<file path="config.mk">
export PLATFORM = sky130hd
export DESIGN_NAME = gpio_led_ctrl_flat
export DESIGN_NICKNAME = d
export VERILOG_FILES = /design/src/rtl/gpio_led_pkg.sv /design/src/rtl/gpio_led_ctrl_if.sv /design/src/rtl/gpio_led_ctrl_blink_timer.sv /design/src/rtl/gpio_led_ctrl.sv /design/src/flat_wrapper.sv
export SDC_FILE = /design/constraint.sdc
export NUM_CORES = 1
export LEC_CHECK = 0
export BUFFER_PORTS_ARGS = -buffer_cell sky130_fd_sc_hd__buf_4
export CORE_MARGIN = 2
export CORE_UTILIZATION = 35
export DETAILED_ROUTE_END_ITERATION = 10
export PLACE_DENSITY = 0.62
export SYNTH_ARGS = -nofsm -noshare
export SYNTH_HDL_FRONTEND = slang
export SYNTH_HIERARCHICAL = 1
export SYNTH_SLANG_ARGS = --single-unit
</file>
<file path="constraint.sdc">
create_clock -name clk -period 3.95 [get_ports clk]
set_input_delay 0.79 -clock clk [delete_from_list [all_inputs] [get_ports clk]]
set_output_delay 0.79 -clock clk [all_outputs]
set_load 0.01 [all_outputs]
</file>
<file path="src/rtl/gpio_led_pkg.sv">
// Shared constants for the GPIO/LED output peripheral: register map and
// default field layout of the packed CTRL word.
package gpio_led_pkg;

    // Register select values on the peripheral bus
    localparam logic [1:0] ADDR_CTRL  = 2'd0;
    localparam logic [1:0] ADDR_SET   = 2'd1;
    localparam logic [1:0] ADDR_CLR   = 2'd2;
    localparam logic [1:0] ADDR_BLINK = 2'd3;

    // Default field widths; CTRL packs {gpio, led, counter_set} into 32 bits
    localparam int DEF_LED_W  = 8;
    localparam int DEF_CSET_W = 2;
    localparam int DEF_GP_W   = 22;
    localparam int DEF_DIV_W  = 24;

    // Default CTRL field offsets (counter_set sits in the LSBs)
    localparam int DEF_CSET_LSB = 0;
    localparam int DEF_LED_LSB  = DEF_CSET_W;
    localparam int DEF_GP_LSB   = DEF_CSET_W + DEF_LED_W;

endpackage

</file>
<file path="src/rtl/gpio_led_ctrl_if.sv">
// CPU peripheral bus as seen by the GPIO/LED block: one write strobe,
// a register select, write data and combinational read data.
interface gpio_led_ctrl_if;
    logic        we;
    logic [1:0]  addr;
    logic [31:0] wdata;
    logic [31:0] rdata;

    modport master (output we, addr, wdata, input rdata);
    modport slave  (input we, addr, wdata, output rdata);
endinterface

</file>
<file path="src/rtl/gpio_led_ctrl_blink_timer.sv">
// Blink prescaler: counts 0..period, toggling phase on each wrap, so each
// phase lasts period+1 cycles. A zero period parks the engine at phase 0.
module blink_timer #(
    parameter int DIV_W = 24
) (
    input  logic             clk,
    input  logic             rst,
    input  logic [DIV_W-1:0] period,
    input  logic             restart,
    output logic             phase,
    output logic [DIV_W-1:0] count
);

    logic [DIV_W-1:0] count_d, count_q;
    logic             phase_d, phase_q;

    // Next prescaler/phase: restart wins, then idle on zero period, then count/wrap
    always_comb begin
        count_d = count_q;
        phase_d = phase_q;
        if (restart || period == '0) begin
            count_d = '0;
            phase_d = 1'b0;
        end else if (count_q == period) begin
            count_d = '0;
            phase_d = ~phase_q;
        end else begin
            count_d = count_q + 1'b1;
        end
    end

    // Timer state updates on the falling edge with synchronous reset
    always_ff @(negedge clk) begin
        if (rst) begin
            count_q <= '0;
            phase_q <= 1'b0;
        end else begin
            count_q <= count_d;
            phase_q <= phase_d;
        end
    end

    assign phase = phase_q;
    assign count = count_q;

endmodule

</file>
<file path="src/rtl/gpio_led_ctrl.sv">
// Memory-mapped GPIO/LED output register with atomic LED set/clear and a
// hardware blink overlay. Widths must satisfy CSET_W+LED_W+GP_W == 32 and
// LED_W+DIV_W <= 32 so every field fits in one bus word.
module gpio_led_ctrl
    import gpio_led_pkg::*;
#(
    parameter int               LED_W   = DEF_LED_W,
    parameter int               CSET_W  = DEF_CSET_W,
    parameter int               GP_W    = DEF_GP_W,
    parameter int               DIV_W   = DEF_DIV_W,
    parameter logic [LED_W-1:0] RST_LED = 8'hAA
) (
    input  logic              clk,
    input  logic              rst,
    gpio_led_ctrl_if.slave    bus,
    output logic [LED_W-1:0]  led_out,
    output logic [CSET_W-1:0] counter_set,
    output logic [GP_W-1:0]   gpio_out,
    output logic              blink_phase
);

    localparam int LED_LSB = CSET_W;
    localparam int GP_LSB  = CSET_W + LED_W;

    logic [LED_W-1:0]  led_base_d, led_base_q;
    logic [CSET_W-1:0] cset_d, cset_q;
    logic [GP_W-1:0]   gpio_d, gpio_q;
    logic [LED_W-1:0]  blink_mask_d, blink_mask_q;
    logic [DIV_W-1:0]  blink_period_d, blink_period_q;

    logic [DIV_W-1:0]  prescaler;
    logic              phase;
    logic              blink_wr;

    // A BLINK write restarts the timer on the same edge it loads the period
    assign blink_wr = bus.we && (bus.addr == ADDR_BLINK);

    // Register file next-state: decode the write and update only the target fields
    always_comb begin
        led_base_d     = led_base_q;
        cset_d         = cset_q;
        gpio_d         = gpio_q;
        blink_mask_d   = blink_mask_q;
        blink_period_d = blink_period_q;
        if (bus.we) begin
            case (bus.addr)
                ADDR_CTRL: begin
                    cset_d     = bus.wdata[CSET_W-1:0];
                    led_base_d = bus.wdata[LED_LSB +: LED_W];
                    gpio_d     = bus.wdata[GP_LSB +: GP_W];
                end
                ADDR_SET: led_base_d = led_base_q | bus.wdata[LED_W-1:0];
                ADDR_CLR: led_base_d = led_base_q & ~bus.wdata[LED_W-1:0];
                default: begin
                    blink_mask_d   = bus.wdata[LED_W-1:0];
                    blink_period_d = bus.wdata[LED_W +: DIV_W];
                end
            endcase
        end
    end

    // Register file state, falling edge, reset overrides any write
    always_ff @(negedge clk) begin
        if (rst) begin
            led_base_q     <= RST_LED;
            cset_q         <= '0;
            gpio_q         <= '0;
            blink_mask_q   <= '0;
            blink_period_q <= '0;
        end else begin
            led_base_q     <= led_base_d;
            cset_q         <= cset_d;
            gpio_q         <= gpio_d;
            blink_mask_q   <= blink_mask_d;
            blink_period_q <= blink_period_d;
        end
    end

    blink_timer #(.DIV_W(DIV_W)) u_blink_timer (
        .clk     (clk),
        .rst     (rst),
        .period  (blink_period_q),
        .restart (blink_wr),
        .phase   (phase),
        .count   (prescaler)
    );

    // Blinking LEDs invert their base value while phase is high
    assign led_out     = led_base_q ^ (blink_mask_q & {LED_W{phase}});
    assign counter_set = cset_q;
    assign gpio_out    = gpio_q;
    assign blink_phase = phase;

    // Combinational readback, unused high bits zero
    always_comb begin
        bus.rdata = '0;
        case (bus.addr)
            ADDR_CTRL:  bus.rdata = {gpio_q, led_base_q, cset_q};
            ADDR_SET:   bus.rdata[LED_W-1:0] = led_out;
            ADDR_CLR:   bus.rdata[DIV_W:0] = {phase, prescaler};
            default:    bus.rdata[LED_W+DIV_W-1:0] = {blink_period_q, blink_mask_q};
        endcase
    end

endmodule

</file>
<file path="src/flat_wrapper.sv">
// flat-port wrapper written by rule: the top's interface ports become plain ports
module gpio_led_ctrl_flat import gpio_led_pkg::*;
#(
    parameter int               LED_W   = DEF_LED_W,
    parameter int               CSET_W  = DEF_CSET_W,
    parameter int               GP_W    = DEF_GP_W,
    parameter int               DIV_W   = DEF_DIV_W,
    parameter logic [LED_W-1:0] RST_LED = 8'hAA
)
  (clk, rst, led_out, counter_set, gpio_out, blink_phase, bus_we, bus_addr, bus_wdata, bus_rdata);
  gpio_led_ctrl_if bus_i ();
  input  logic clk;
  input  logic rst;
  output logic [LED_W-1:0] led_out;
  output logic [CSET_W-1:0] counter_set;
  output logic [GP_W-1:0] gpio_out;
  output logic blink_phase;
  input wire logic [$bits(bus_i.we)-1:0] bus_we;
  input wire logic [$bits(bus_i.addr)-1:0] bus_addr;
  input wire logic [$bits(bus_i.wdata)-1:0] bus_wdata;
  output wire logic [$bits(bus_i.rdata)-1:0] bus_rdata;
  assign bus_i.we = bus_we;
  assign bus_i.addr = bus_addr;
  assign bus_i.wdata = bus_wdata;
  assign bus_rdata = bus_i.rdata;
  gpio_led_ctrl #(.LED_W(LED_W), .CSET_W(CSET_W), .GP_W(GP_W), .DIV_W(DIV_W), .RST_LED(RST_LED)) u_core (.clk(clk), .rst(rst), .bus(bus_i), .led_out(led_out), .counter_set(counter_set), .gpio_out(gpio_out), .blink_phase(blink_phase));
endmodule
</file>
==> reports/metrics.yaml <==
floorplanning:
  ios: 102
  num_rows: 42
  die_x_um: 120
  start_util: 0.356
  core-area_um2: 13200
  die_height_um: 120
  die_area_um2: 14400
pwr:
  internal_power_uw: 1720
  max-vdd-ir-drop_uv: 190
  power_uw: 2540
  leakagePower_uw: 0.00316
  p_clk_frac: 0.468
  p_per_area_nw_per_um2: 372
  power.share.combinational: 0.147
  seq_power_share: 0.385
  p_switching_uw: 825
  swShare: 0.325
sta:
  slew_headroom: 0.683
  drv_slew: 0
  postLayoutSetupSlackWorst_ps: -179
  hold_viol_final: 0
  final.setup.tns_ps: -2600
  holdWs_ps: 470
  clock_skew_ps: 17.6
  finalSetupViolCount: 17
  worst_pin_slew_ps: 475
  rsz0062_at_grt: "yes"
place:
  io_buffers: 101
  place.gp.congestion: 0.911
  dp_hpwl_um: 10800
  dpl_cell_area_um2: 5840
  dp.cells: 886
worst_setup_path:
  path_buf_inv: 1
  crit_required_ps: 3160
  critPathKind: "register to primary output"
  slowest_delay_ps: 410
  path_depth: 4
  slowest_stage: "dfxtp_4"
  crit_path_cell_trace: "nand2_1 > xnor2_2 > o2bb2ai_1 > buf_4"
  worstPathArrival_ps: 3340
  end_kind: "primary output"
  reg2reg_depth: 6
  worstPathMaxFanout: 10
  start_kind: "register"
  path_delay_family: "flip-flops"
cells_and_area:
  design_area_um2: 6820
  regArea_um2: 1860
  multiInputGateArea_um2: 2850
  post_route_cells_drive_above_1_share: 0.312
  stdcell_count: 1001
  fin_nets: 864
  antennaDiodeCount: 0
  fillCellCount: 1262
  syn2layout_area_growth_pct: 45.4
clocking:
  cts_max_level: 3
  cts_sinks: 89
  cts_tree: "yes"
  clockBufferDepth: 2
  clk-insertion-delay-late_ps: 400
  cts_buffers: 9
  root_buffer: "clkbuf_16"
  clk_pin_slew_worst_paths_ps: 30
synth:
  synth.area.top_cells: "dfxtp_1 38%, nand2_1 13%, xor2_1 7.1%, a21oi_1 6.4%, nor2b_1 3.7%"
  synthArstFlopShare: 0
  yosysTopAreaCell: "dfxtp_1"
  avgSynthCellArea_um2: 7.73
  synth-seq-cells: 89
  synth.most_common_cell: "nand2_1"
  synth-warning-count: 6
  synth_nets: 650
  yosysUniqueCellTypes: 36
  synth_top_area_share: 0.380
  synth-edff-count: 0
  synthFlopType: "dfxtp_1"
  netlist_top_cells_count: "159 x nand2_1, 89 x dfxtp_1, 60 x a21oi_1"
  synthCells: 607
  mappedNetlistArea_um2: 4690
  yosysSeqAreaShare: 0.380
global_route:
  grt_usage: 0.217
  use_met1: 0.271
  grt_pass1_vias: 5204
  grt_pass1_wl_um: 24900
  grt_max_degree: 69
  groute.layer.met2.usage: 0.341
  grt_busiest_layer: "met2"
  antenna_found_initial: 0
  gr-usage-met3: 0.0713
  overflow: 0
routing:
  ant_nets: 0
  vias: 5217
  drc: 0
  wl_um: 15600
  vias_per_cell: 5.21
  drt_pass1_iterations: 7
  post_drt_wl_per_cell_um: 15.6
  drt_iter0_drc: 309
hold_path:
  min_path_type: "register to register"
  min_path_cells: 2
job:
  maxCapViolations: 0
status:
  violations: "setup timing"
  outcome: "complete, but fails checks"
## routing by layer
layer  part of all wire  vias up
met3              0.071       27
li1                   -     2500
met4              0.016        0
met2               0.48      213
met1               0.43     2477
met5                  0        -
## worst register-to-register path, stage by stage, from the launching register on
cell	delay (ps)
dfxtp_1	370
buf_4	180
nand4_1	250
nor4_4	500
nand3_1	160
xor2_1	230
nor2_1	60
## metrics by stage
stage / worst slack (ps) / util
global placement: -61.0 / 0.443
CTS: -205 / 0.508
detailed placement: -121 / 0.443
finish: -179 / 0.517
global route: -267 / 0.517
floorplan: 66.2 / -
## cells by family (layout without fill, tap and decap cells)
kind of cell,after synthesis,in the layout,share of synthesized area
and+or+nand+nor,277,277,0.271
AOI/OAI and AO/OA,133,133,0.175
DFF,89,89,0.380
xor gates and xnor gates,54,54,0.101
buffers and inverters,48,266,0.0570
adders and majority gates,6,6,0.0160
## repair_timing
item                                    CTS  global route
pin swaps                                13            19
endpoints found under the hold margin     0             0
hold buffers                              0             0
endpoints found under the setup margin   29            40
gates resized for setup                  59            45
buffers inserted                          9             4
## path summary, 6_finish.rpt
path,startpoint,slack [ps],endpoint
worst max-delay path,u_core/u_blink_timer/phase$_SDFFE_NP0N_,-180,bus_rdata[0]
worst min-delay path,u_core/gpio_out[2]$_SDFFE_NP0P_,470,u_core/gpio_out[2]$_SDFFE_NP0P_
worst max register to register,u_core/u_blink_timer/count[4]$_SDFF_NP0_,2100,u_core/u_blink_timer/count[23]$_SDFF_NP0_
worst min register to register,u_core/gpio_out[2]$_SDFFE_NP0P_,470,u_core/gpio_out[2]$_SDFFE_NP0P_
## area by class of cell
| cell class | count | area share |
|---|---|---|
| clock buffer | 9 | 0.0330 |
| clock inverter | 95 | 0.0572 |
| inverter | 3 | 0.00165 |
| multi-input combinational | 470 | 0.417 |
| sequential | 89 | 0.273 |
| tap | 176 | 0.0323 |
| timing repair buffer | 159 | 0.186 |
## registers in the layout, indices dropped and copies added, names as in the netlist
| register | cells |
|---|---|
| u_core/u_blink_timer/phase | 1 |
| u_core/gpio_out | 22 |
| u_core/u_blink_timer/count | 24 |
| u_core/led_base_q | 8 |
| u_core/blink_mask_q | 8 |
| u_core/counter_set | 2 |
| u_core/blink_period_q | 24 |
## cells in the final DEF, fill, tap and decap left out, types with 14 or more instances in the layout
cell,netlist,routed
nand2_1,159,159
inv_1,5,95
xor2_1,38,38
dfxtp_2,0,32
nor2_1,31,31
o21ai_1,10,14
a22oi_2,0,17
nor2b_1,28,28
buf_4,6,153
dfxtp_1,89,46
a21oi_1,60,60
## power by group through the flow
stage	Sequential (uW)	Combinational [uW]	Clock, uW
2_1_floorplan	979	190	140
3_3_place_gp	988	345	140
3_5_place_dp	989	351	140
4_1_cts	977	365	1230
5_1_grt	980	404	1330
6_report	978	374	1190
No activity file was read; power rests on OpenSTA's default activity.
